## src/rtl/rlen_pkg.sv

```systemverilog
// Shared types and burst-sizing helper for the DMA read partitioner.
package rlen_pkg;

    localparam int BL       = 16;
    localparam int BOUNDARY = 4096;

    typedef enum logic [1:0] {
        IDLE = 2'd0,
        BUSY = 2'd1,
        WAIT = 2'd2
    } state_t;

    // Beats in the next burst: min of max burst length, beats left, beats to 4 KB edge.
    function automatic logic [4:0] burst_beats(
        input logic [11:0]  addr_lo,
        input logic [31:0]  rem,
        input int unsigned  lsb
    );
        logic [12:0] to_bnd;
        logic [12:0] lim;
        to_bnd = (13'(BOUNDARY) - {1'b0, addr_lo}) >> lsb;
        lim    = 13'(BL);
        if (to_bnd < lim) lim = to_bnd;
        if (rem < {19'd0, lim}) lim = rem[12:0];
        return lim[4:0];
    endfunction

endpackage

```

## src/rtl/rlen_burst_calc.sv

```systemverilog
// Combinational ARLEN for the next burst from the current address and beats remaining.
module rlen_burst_calc
    import rlen_pkg::*;
#(
    parameter int AXI_LW = 8,
    parameter int LSB    = 4,
    parameter int CW     = 28
)(
    input  logic [11:0]       addr_lo,
    input  logic [CW-1:0]     rem,
    output logic [AXI_LW-1:0] arlen
);

    logic [4:0] beats;

    always_comb begin
        beats = burst_beats(addr_lo, 32'(rem), LSB);
        arlen = AXI_LW'(beats) - AXI_LW'(1);
    end

endmodule

```

## src/rtl/rlen_partition.sv

```systemverilog
// DMA read partitioner: splits a transfer into 4 KB-safe INCR bursts and streams R beats out.
module rlen_partition
    import rlen_pkg::*;
#(
    parameter int AXI_DW     = 128,
    parameter int AXI_AW     = 32,
    parameter int AXI_IW     = 8,
    parameter int AXI_LW     = 8,
    parameter int AXI_SW     = 3,
    parameter int AXI_BURSTW = 2,
    parameter int AXI_RRESPW = 2,
    parameter int AMI_OD     = 4,
    parameter int AXI_BYTES  = AXI_DW / 8
)(
    input  logic                  usr_clk,
    input  logic                  usr_reset_n,
    input  logic                  cfg_dmar_valid,
    output logic                  cfg_dmar_ready,
    input  logic [31:0]           cfg_dmar_sa,
    input  logic [31:0]           cfg_dmar_len,
    output logic [AXI_IW-1:0]     usr_arid,
    output logic [AXI_AW-1:0]     usr_araddr,
    output logic [AXI_LW-1:0]     usr_arlen,
    output logic [AXI_SW-1:0]     usr_arsize,
    output logic [AXI_BURSTW-1:0] usr_arburst,
    output logic                  usr_arvalid,
    input  logic                  usr_arready,
    input  logic [AXI_IW-1:0]     usr_rid,
    input  logic [AXI_DW-1:0]     usr_rdata,
    input  logic [AXI_RRESPW-1:0] usr_rresp,
    input  logic                  usr_rlast,
    input  logic                  usr_rvalid,
    output logic                  usr_rready,
    output logic [AXI_DW-1:0]     dmar_data,
    output logic                  dmar_last,
    output logic                  dmar_valid,
    input  logic                  dmar_ready,
    output logic                  dmar_err,
    output logic                  dmar_done
);

    localparam int L  = $clog2(AXI_BYTES);
    localparam int CW = 32 - L;
    localparam int OW = $clog2(AMI_OD + 1);

    state_t              state_reg;
    logic [AXI_AW-1:0]   addr_reg;
    logic [AXI_AW-1:0]   araddr_reg;
    logic [AXI_LW-1:0]   arlen_reg;
    logic [AXI_LW-1:0]   arlen_next;
    logic [CW-1:0]       ar_rem_reg;
    logic [CW-1:0]       r_rem_reg;
    logic [CW-1:0]       ar_step;
    logic [CW-1:0]       ar_rem_after;
    logic [CW-1:0]       cfg_beats;
    logic [OW-1:0]       outst_reg;
    logic                arvalid_reg;
    logic                err_reg;
    logic                done_reg;
    logic                busy;
    logic                cfg_hs;
    logic                ar_hs;
    logic                r_hs;
    logic                r_final;
    logic                unused_ok;

    assign unused_ok    = ^{usr_rid, cfg_dmar_sa, cfg_dmar_len};

    assign cfg_beats    = cfg_dmar_len[31:L];
    assign busy         = (state_reg != IDLE);
    assign cfg_dmar_ready = !busy;
    assign cfg_hs       = cfg_dmar_valid & cfg_dmar_ready;

    // R channel is a pure passthrough, gated only by being mid-transfer.
    assign usr_rready   = dmar_ready & busy;
    assign dmar_valid   = usr_rvalid & busy;
    assign dmar_data    = usr_rdata;
    assign dmar_last    = (r_rem_reg == CW'(1));
    assign r_hs         = usr_rvalid & usr_rready;
    assign r_final      = r_hs & dmar_last;

    assign ar_hs        = arvalid_reg & usr_arready;
    assign ar_step      = CW'(arlen_reg) + CW'(1);
    assign ar_rem_after = ar_rem_reg - ar_step;

    assign usr_arid     = AXI_IW'(1);
    assign usr_arsize   = AXI_SW'(L);
    assign usr_arburst  = AXI_BURSTW'(1);
    assign usr_araddr   = araddr_reg;
    assign usr_arlen    = arlen_reg;
    assign usr_arvalid  = arvalid_reg;
    assign dmar_err     = err_reg;
    assign dmar_done    = done_reg;

    rlen_burst_calc #(
        .AXI_LW (AXI_LW),
        .LSB    (L),
        .CW     (CW)
    ) u_calc (
        .addr_lo (addr_reg[11:0]),
        .rem     (ar_rem_reg),
        .arlen   (arlen_next)
    );

    always_ff @(posedge usr_clk or negedge usr_reset_n) begin
        if (!usr_reset_n) begin
            state_reg   <= IDLE;
            addr_reg    <= '0;
            araddr_reg  <= '0;
            arlen_reg   <= '0;
            ar_rem_reg  <= '0;
            r_rem_reg   <= '0;
            outst_reg   <= '0;
            arvalid_reg <= 1'b0;
            err_reg     <= 1'b0;
            done_reg    <= 1'b0;
        end else begin
            done_reg <= 1'b0;
            case (state_reg)
                IDLE: begin
                    if (cfg_hs && cfg_beats != '0) begin
                        state_reg  <= BUSY;
                        addr_reg   <= {cfg_dmar_sa[AXI_AW-1:L], {L{1'b0}}};
                        ar_rem_reg <= cfg_beats;
                        r_rem_reg  <= cfg_beats;
                        outst_reg  <= '0;
                        err_reg    <= 1'b0;
                    end
                end
                default: begin
                    // One idle cycle after each AR handshake keeps araddr/arlen registered.
                    if (ar_hs) begin
                        arvalid_reg <= 1'b0;
                        addr_reg    <= addr_reg + (AXI_AW'(ar_step) << L);
                        ar_rem_reg  <= ar_rem_after;
                        if (ar_rem_after == '0) state_reg <= WAIT;
                    end else if (state_reg == BUSY && !arvalid_reg &&
                                 ar_rem_reg != '0 && outst_reg < OW'(AMI_OD)) begin
                        arvalid_reg <= 1'b1;
                        araddr_reg  <= addr_reg;
                        arlen_reg   <= arlen_next;
                    end

                    case ({ar_hs, r_hs & usr_rlast})
                        2'b10:   outst_reg <= outst_reg + OW'(1);
                        2'b01:   outst_reg <= outst_reg - OW'(1);
                        default: ;
                    endcase

                    if (r_hs) begin
                        r_rem_reg <= r_rem_reg - CW'(1);
                        if (usr_rresp != '0) err_reg <= 1'b1;
                    end

                    // Completion is driven only by the last data beat, whatever the AR side is doing.
                    if (r_final) begin
                        state_reg   <= IDLE;
                        arvalid_reg <= 1'b0;
                        ar_rem_reg  <= '0;
                        outst_reg   <= '0;
                        done_reg    <= 1'b1;
                    end
                end
            endcase
        end
    end

endmodule

```

## config.mk

```make
export PLATFORM = sky130hd
export DESIGN_NAME = rlen_partition
export DESIGN_NICKNAME = d
export VERILOG_FILES = /design/src/rtl/rlen_pkg.sv /design/src/rtl/rlen_burst_calc.sv /design/src/rtl/rlen_partition.sv
export SDC_FILE = /design/constraint.sdc
export NUM_CORES = 1
export LEC_CHECK = 0
export ABC_AREA = 1
export CAP_MARGIN = 20
export CORE_AREA = 2 2 156 158
export CTS_CLUSTER_DIAMETER = 200
export CTS_CLUSTER_SIZE = 8
export DETAILED_ROUTE_END_ITERATION = 8
export DIE_AREA = 0 0 158 160
export PLACE_DENSITY = 0.78
export RECOVER_POWER = 100
export SYNTH_ARGS = -nofsm -noshare
export SYNTH_HDL_FRONTEND = slang
export SYNTH_SLANG_ARGS = --single-unit
```

## constraint.sdc

```tcl
create_clock -name usr_clk -period 3.8 [get_ports usr_clk]
set_input_delay 1.14 -clock usr_clk [delete_from_list [all_inputs] [get_ports usr_clk]]
set_output_delay 1.14 -clock usr_clk [all_outputs]
set_load 0.01 [all_outputs]
```

Word-level counts from Yosys, hierarchy flattened
Cells that the tools add are included.
{"block": "classes", "eq_ne": 5, "reduce_logical": 27, "add_sub_neg": 8, "muxes": 29, "magnitude_cmp": 3, "bitwise": 9}
{"op": "28-bit two-way mux", "n": 6}
{"op": "32-bit two-way mux", "n": 3}
{"op": "28-bit nonzero test", "n": 2}
{"op": "32-bit by 13-bit adder with 32-bit output", "n": 1}
{"op": "28-bit by 1-bit equality test with 1-bit output, second input constant", "n": 1}
{"op": "28-bit zero test", "n": 1}
{"op": "28-bit by 9-bit less-than comparator with 1-bit output", "n": 1}
{"op": "28-bit by 1-bit subtractor with 28-bit output, second input constant", "n": 1}
{"op": "28-bit by 9-bit subtractor with 28-bit output", "n": 1}
{"op": "13-bit by 12-bit subtractor with 13-bit output, first input constant", "n": 1}
{"op": "2-bit two-way mux", "n": 5}
{"op": "2-bit AND reduction", "n": 5}
{"op": "2-bit nonzero test", "n": 5}
{"op": "8-bit by 1-bit adder with 9-bit output, second input constant", "n": 1}
{"op": "9-bit by 5-bit less-than comparator with 1-bit output, second input constant", "n": 1}
{"op": "1-bit two-way mux", "n": 9}
{"op": "3-bit two-way mux", "n": 3}
{"op": "9-bit two-way mux", "n": 1}
{"op": "3-bit AND reduction", "n": 3}
{"op": "3-bit nonzero test", "n": 3}
{"op": "1-bit AND", "n": 7}
{"op": "3-bit one-hot mux with 2 select lines", "n": 1}
{"op": "5-bit by 1-bit subtractor with 6-bit output, second input constant", "n": 1}
{"op": "5-bit two-way mux", "n": 1}
{"op": "other kinds (11)", "n": 17}
{"block": "word_totals", "wordCells": 91, "out_inout_bits": 188, "register_bits": 136, "in_bits": 209}

Depth between registers and ports, before layout
{"block": "logic_depth", "word_depth": 8, "mapped_depth": 25, "depth_no_buf": 25}

By module
From an unflattened synthesis, not the netlist that was laid out.
{"block": "unflattened", "cells_unflattened": 1552, "hier_area_um2": 10545.1}
{"mod": "rlen_partition", "area_each_um2": 9875.7, "instances": 1, "cells_each": 1438, "seq_area_each_um2": 3203.1}
{"mod": "rlen_burst_calc", "area_each_um2": 669.4, "instances": 1, "cells_each": 114, "seq_area_each_um2": 0.0}

Worst setup path after synthesis
No wires, ideal clock.
{"block": "synth_path", "path_type": "reg-to-reg", "from": "register arlen_reg[1] (netlist: usr_arlen[1])", "to": "register state_reg[0]", "arrival_ns": 2.611, "stages_incl_launch_ff": 20, "n_path_buf": 0, "setup_time_ns": 0.128, "slack_ns": 1.061, "cell_sequence": "dfrtp_1 > ha_1 > nand3_1 > nor2_1 > inv_1 > nor2_1 > inv_1 > ha_1 > nand2_1 > inv_2 > a21oi_2 > nand3_2 > nor2_1 > nand2_1 > xnor2_1 > nand3b_1 > nor2_2 > nand3_2 > nand3_1 > nand2_1"}
{"block": "synth_between", "elab_chain_len": 5}
{"item": "start: declaration", "line_no": "rlen_partition.sv:49", "text": "logic [AXI_LW-1:0] arlen_reg;"}
{"item": "start signal: assignment", "line_no": "rlen_partition.sv:141", "text": "arlen_reg <= arlen_next;"}
{"item": "8-bit by 1-bit adder with 9-bit output", "line_no": "rlen_partition.sv:83", "text": "assign ar_step = CW'(arlen_reg) + CW'(1);"}
{"item": "28-bit by 9-bit subtractor with 28-bit output", "line_no": "rlen_partition.sv:84", "text": "assign ar_rem_after = ar_rem_reg - ar_step;"}
{"item": "28-bit zero test", "line_no": "rlen_partition.sv:136", "text": "if (ar_rem_after == '0) state_reg <= WAIT;"}
{"item": "3-bit nonzero test (no line)"}
{"item": "3-bit AND reduction (no line)"}
{"item": "end signal: assignment", "line_no": "rlen_partition.sv:107", "text": "state_reg <= IDLE;"}
{"item": "end signal: assignment", "line_no": "rlen_partition.sv:136"}
{"item": "end signal: assignment", "line_no": "rlen_partition.sv:157", "text": "state_reg <= IDLE;"}
{"item": "end: declaration", "line_no": "rlen_partition.sv:46", "text": "state_t state_reg;"}
Every way passes these cells.
A chain may end at the register's enable or synchronous reset.

Worst setup path in the final report
{"block": "layout_path", "from": "input port usr_rvalid", "to": "output port dmar_valid"}
{"block": "layout_between", "elab_chain_len": 1}
{"item": "start: declaration", "line_no": "rlen_partition.sv:32", "text": "input logic usr_rvalid,"}
{"item": "1-bit AND", "line_no": "rlen_partition.sv:76", "text": "assign dmar_valid = usr_rvalid & busy;"}
{"item": "end: declaration", "line_no": "rlen_partition.sv:36", "text": "output logic dmar_valid,"}
Every way passes these cells.

==> metrics.yaml <==
timing:
  skew_ns: 0.00987
  fin_crit_ns: 3.55
  hold_violations: 0
  final-setup-viol-count: 0
  drv_slew: 64
  setup_tns_ns: 0
  fmax_ghz: 0.281
  max_slew_margin_pct: -8.26
  worstMarginPinSlew_ns: 1.62
  fin_crit_sh_pct: 93.5
  rsz0062_at_grt: "no"
worst_hold_path:
  min_to: "usr_araddr[12]"
  min_delay_path_depth: 2
  min_path_type: "reg2reg"
  holdCritStartpoint: "usr_araddr[12]"
worst_setup_path:
  critPathArrivalTime_ns: 2.41
  path_max_fanout: 2
  critPathLaunchType: "primary input"
  worstPathRequired_ns: 2.66
  reg2reg_depth: 20
  reg2reg_setup_slack_ns: 0.33
  r2r-start: "usr_arlen[2]"
  worstSetupPathType: "in2out"
  r2r-end: "state_reg[1]"
  cp-end-kind: "primary output"
synth:
  synthSimpleGateAreaFrac_pct: 26.9
  ys_seq_area_share_pct: 32.1
  synth_edf_count: 0
  synth_top_area_share_pct: 32.1
  netlist_instances: 1376
  synthFlopType: "dfrtp_1"
  synth-compound-area-share_pct: 13.7
  ys_async_sr_fraction_pct: 100
  yosysWarnings: 0
  ys_ff_latch: 126
  synthMuxAreaShare_pct: 0
  syn_area_um2: 9830
  synth_top_family_by_area: "simple AND/OR/NAND/NOR gates"
  yosysTopAreaCell: "dfrtp_1"
  synthAdderAreaFrac_pct: 4.81
  synthDistinctLibCells: 52
  syn_avg_cell_area_um2: 7.15
  synth_area_leaders: "dfrtp_1 32%, buf_4 11%, nand2_1 11%"
  synth-xor-area-share_pct: 3.74
drt:
  vias: 8815
  viasPerCell: 5.24
  drt_iter0_drc: 746
  totalWireLength_um: 24900
  wl_per_cell_um: 14.8
  detail-route-antenna-nets: 0
  dr.pass1.iters: 6
  drc: 0
finish:
  fin_nets: 1591
  syn_to_final_growth_pct: 8.95
  final_area_um2: 10700
  drive_gt1_share_pct: 7.43
  multi_input_area_um2: 4880
  fill_cells: 2391
  seqCellArea_um2: 3150
  diodes: 0
grt:
  antenna_found_initial: 0
  grt_usage_pct: 20.1
  first_global_vias: 8295
  grt_overflow: 0
  grt_pass1_wl_um: 40700
  grt_max_degree: 77
clock_tree:
  clk_pin_slew_ns: 0.06
  htree_levels: 4
  root_buffer: "clkbuf_16"
  clkLatencyLatePin_ns: 0.43
  cts_tree: "done"
  postCtsSetupRepairBufs: 0
  numCtsBuffers: 17
  hold_buffers: 0
  clock_path_buffers: 2
  cts_resized: 0
  cts.sinks: 126
placement:
  port_buffers: 107
  placed_area_um2: 10200
  dp_hpwl_um: 18800
  gp_congestion: 0.945
floorplan:
  core-area_um2: 23800
  placementRows: 57
  dieArea_um2: 25300
  fp.dieH_um: 160
  io_pins: 397
  chipWidth_um: 158
  initial_utilization_pct: 41.3
status:
  failed_checks: "max-capacitance violations, max-slew violations"
  status: "complete, but fails checks"
pwr:
  power_density_nw_per_um2: 792
  p_leak_nw: 4.94
  peakVddDrop_mv: 0.452
run:
  cap_violations: 1
## cell usage in the layout (no fill, tap or decap), types with 3 or more instances in the layout
| cell type | n |
|---|---|
| nand2_1 | 295 |
| nor2_1 | 152 |
| inv_1 | 135 |
| dfrtp_1 | 126 |
| o21ai_0 | 109 |
| clkdlybuf4s50_1 | 64 |
| nand3_1 | 51 |
| dlygate4sd3_1 | 42 |
| a21oi_1 | 37 |
| a31oi_1 | 37 |
| ha_1 | 33 |
| xor2_1 | 29 |
| conb_1 | 21 |
| nand4_1 | 19 |
| o22ai_1 | 17 |
| clkbuf_16 | 17 |
| nor4_1 | 16 |
| inv_2 | 15 |
| nor2_2 | 14 |
| xnor2_1 | 13 |
| o21ai_1 | 11 |
| o211ai_1 | 11 |
| nor3_1 | 10 |
| nand2_2 | 9 |
| nand3b_1 | 6 |
| buf_4 | 6 |
| nand3_2 | 5 |
| nor2_4 | 4 |
| or2_1 | 4 |
| inv_6 | 4 |
| o21a_1 | 3 |
| fa_1 | 3 |
| clkinvlp_4 | 3 |
| clkinv_4 | 3 |
| clkbuf_2 | 3 |
## cell usage after synthesis (3+ instances only)
cell      instances
inv_2            16
nor2_4            5
o21ai_1          16
nand2_2          11
o22ai_1          17
o21a_1            3
xor2_1           29
nor2_2           15
nand2_1         292
o21ai_0         104
nand3_2           5
fa_1              3
nand3b_1          6
clkbuf_1         23
nor2_1          150
nand3_1          51
nand4_1          18
or2_1             4
inv_1           134
nor4_1           16
buf_4           148
buf_2             9
a21oi_1          37
ha_1             33
o211ai_1         11
dfrtp_1         126
xnor2_1          13
nor3_1           10
a31oi_1          37
## layout make-up
class	count	share of cell area [%]
inverter	152	5.33
multi-input combinational	933	45.5
clock buffer	19	4.23
sequential	126	29.4
tap	324	3.78
timing repair buffer	116	10.5
clock inverter	13	1.21
## power breakdown
group | internal (W) | switching (W) | leakage (nW) | total, W
registers | 0.00193 | 0.000576 | 1.51 | 0.00251
logic | 0.00170 | 0.00265 | 3.15 | 0.00436
clock network | 0.000948 | 0.000669 | 0.279 | 0.00162
## stage by stage
step	instances	setup WS (ns)	utilization (%)	hold WS (ns)	total power [W]
after floorplan	1395	1.06	-	0.441	0.00576
after global placement	1651	0.292	42.8	0.464	0.00677
after detailed placement	1651	0.270	42.8	0.471	0.00691
after CTS	1683	0.244	45.2	0.482	0.00856
after global routing	1683	0.0554	45.0	0.508	0.00927
final	1683	0.246	45.0	0.476	0.00848
## critical path, stage by stage
cell and delay [ns]:
clkdlybuf4s50_1 0.45, inv_1 0.03, nor2_1 0.14, dlygate4sd3_1 0.65
## how the worst max path moves through the flow
stage / cells past startpoint / end / slack (ns) / startpoint
after floorplan: 19 / state_reg[0] / 1.06 / usr_arlen[1]
after global placement: 4 / dmar_valid / 0.29 / usr_rvalid
after detailed placement: 10 / addr_reg[29] / 0.27 / cfg_dmar_len[7]
after CTS: 7 / dmar_last / 0.24 / r_rem_reg[1]
after global routing: 20 / state_reg[1] / 0.06 / usr_arlen[2]
final: 4 / dmar_valid / 0.25 / usr_rvalid
## cells by family after synthesis
| group | count (synthesis) |
|---|---|
| flops | 126 |
| compound gates | 238 |
| fa+ha+maj | 36 |
| buf+inv | 336 |
| xor+xnor | 42 |
| simple gates | 596 |
| other cells | 2 |
## per-layer routing
metal  up-vias  routed length (µm)  global-route usage [%]
met5         -                   0                       0
met4         0                 886                    9.66
met3        77                1540                    3.74
met2       352               11900                    31.9
met1      4110               10600                    26.2
li1       4276                   -                       -
Power figures use the tool's default switching activity.
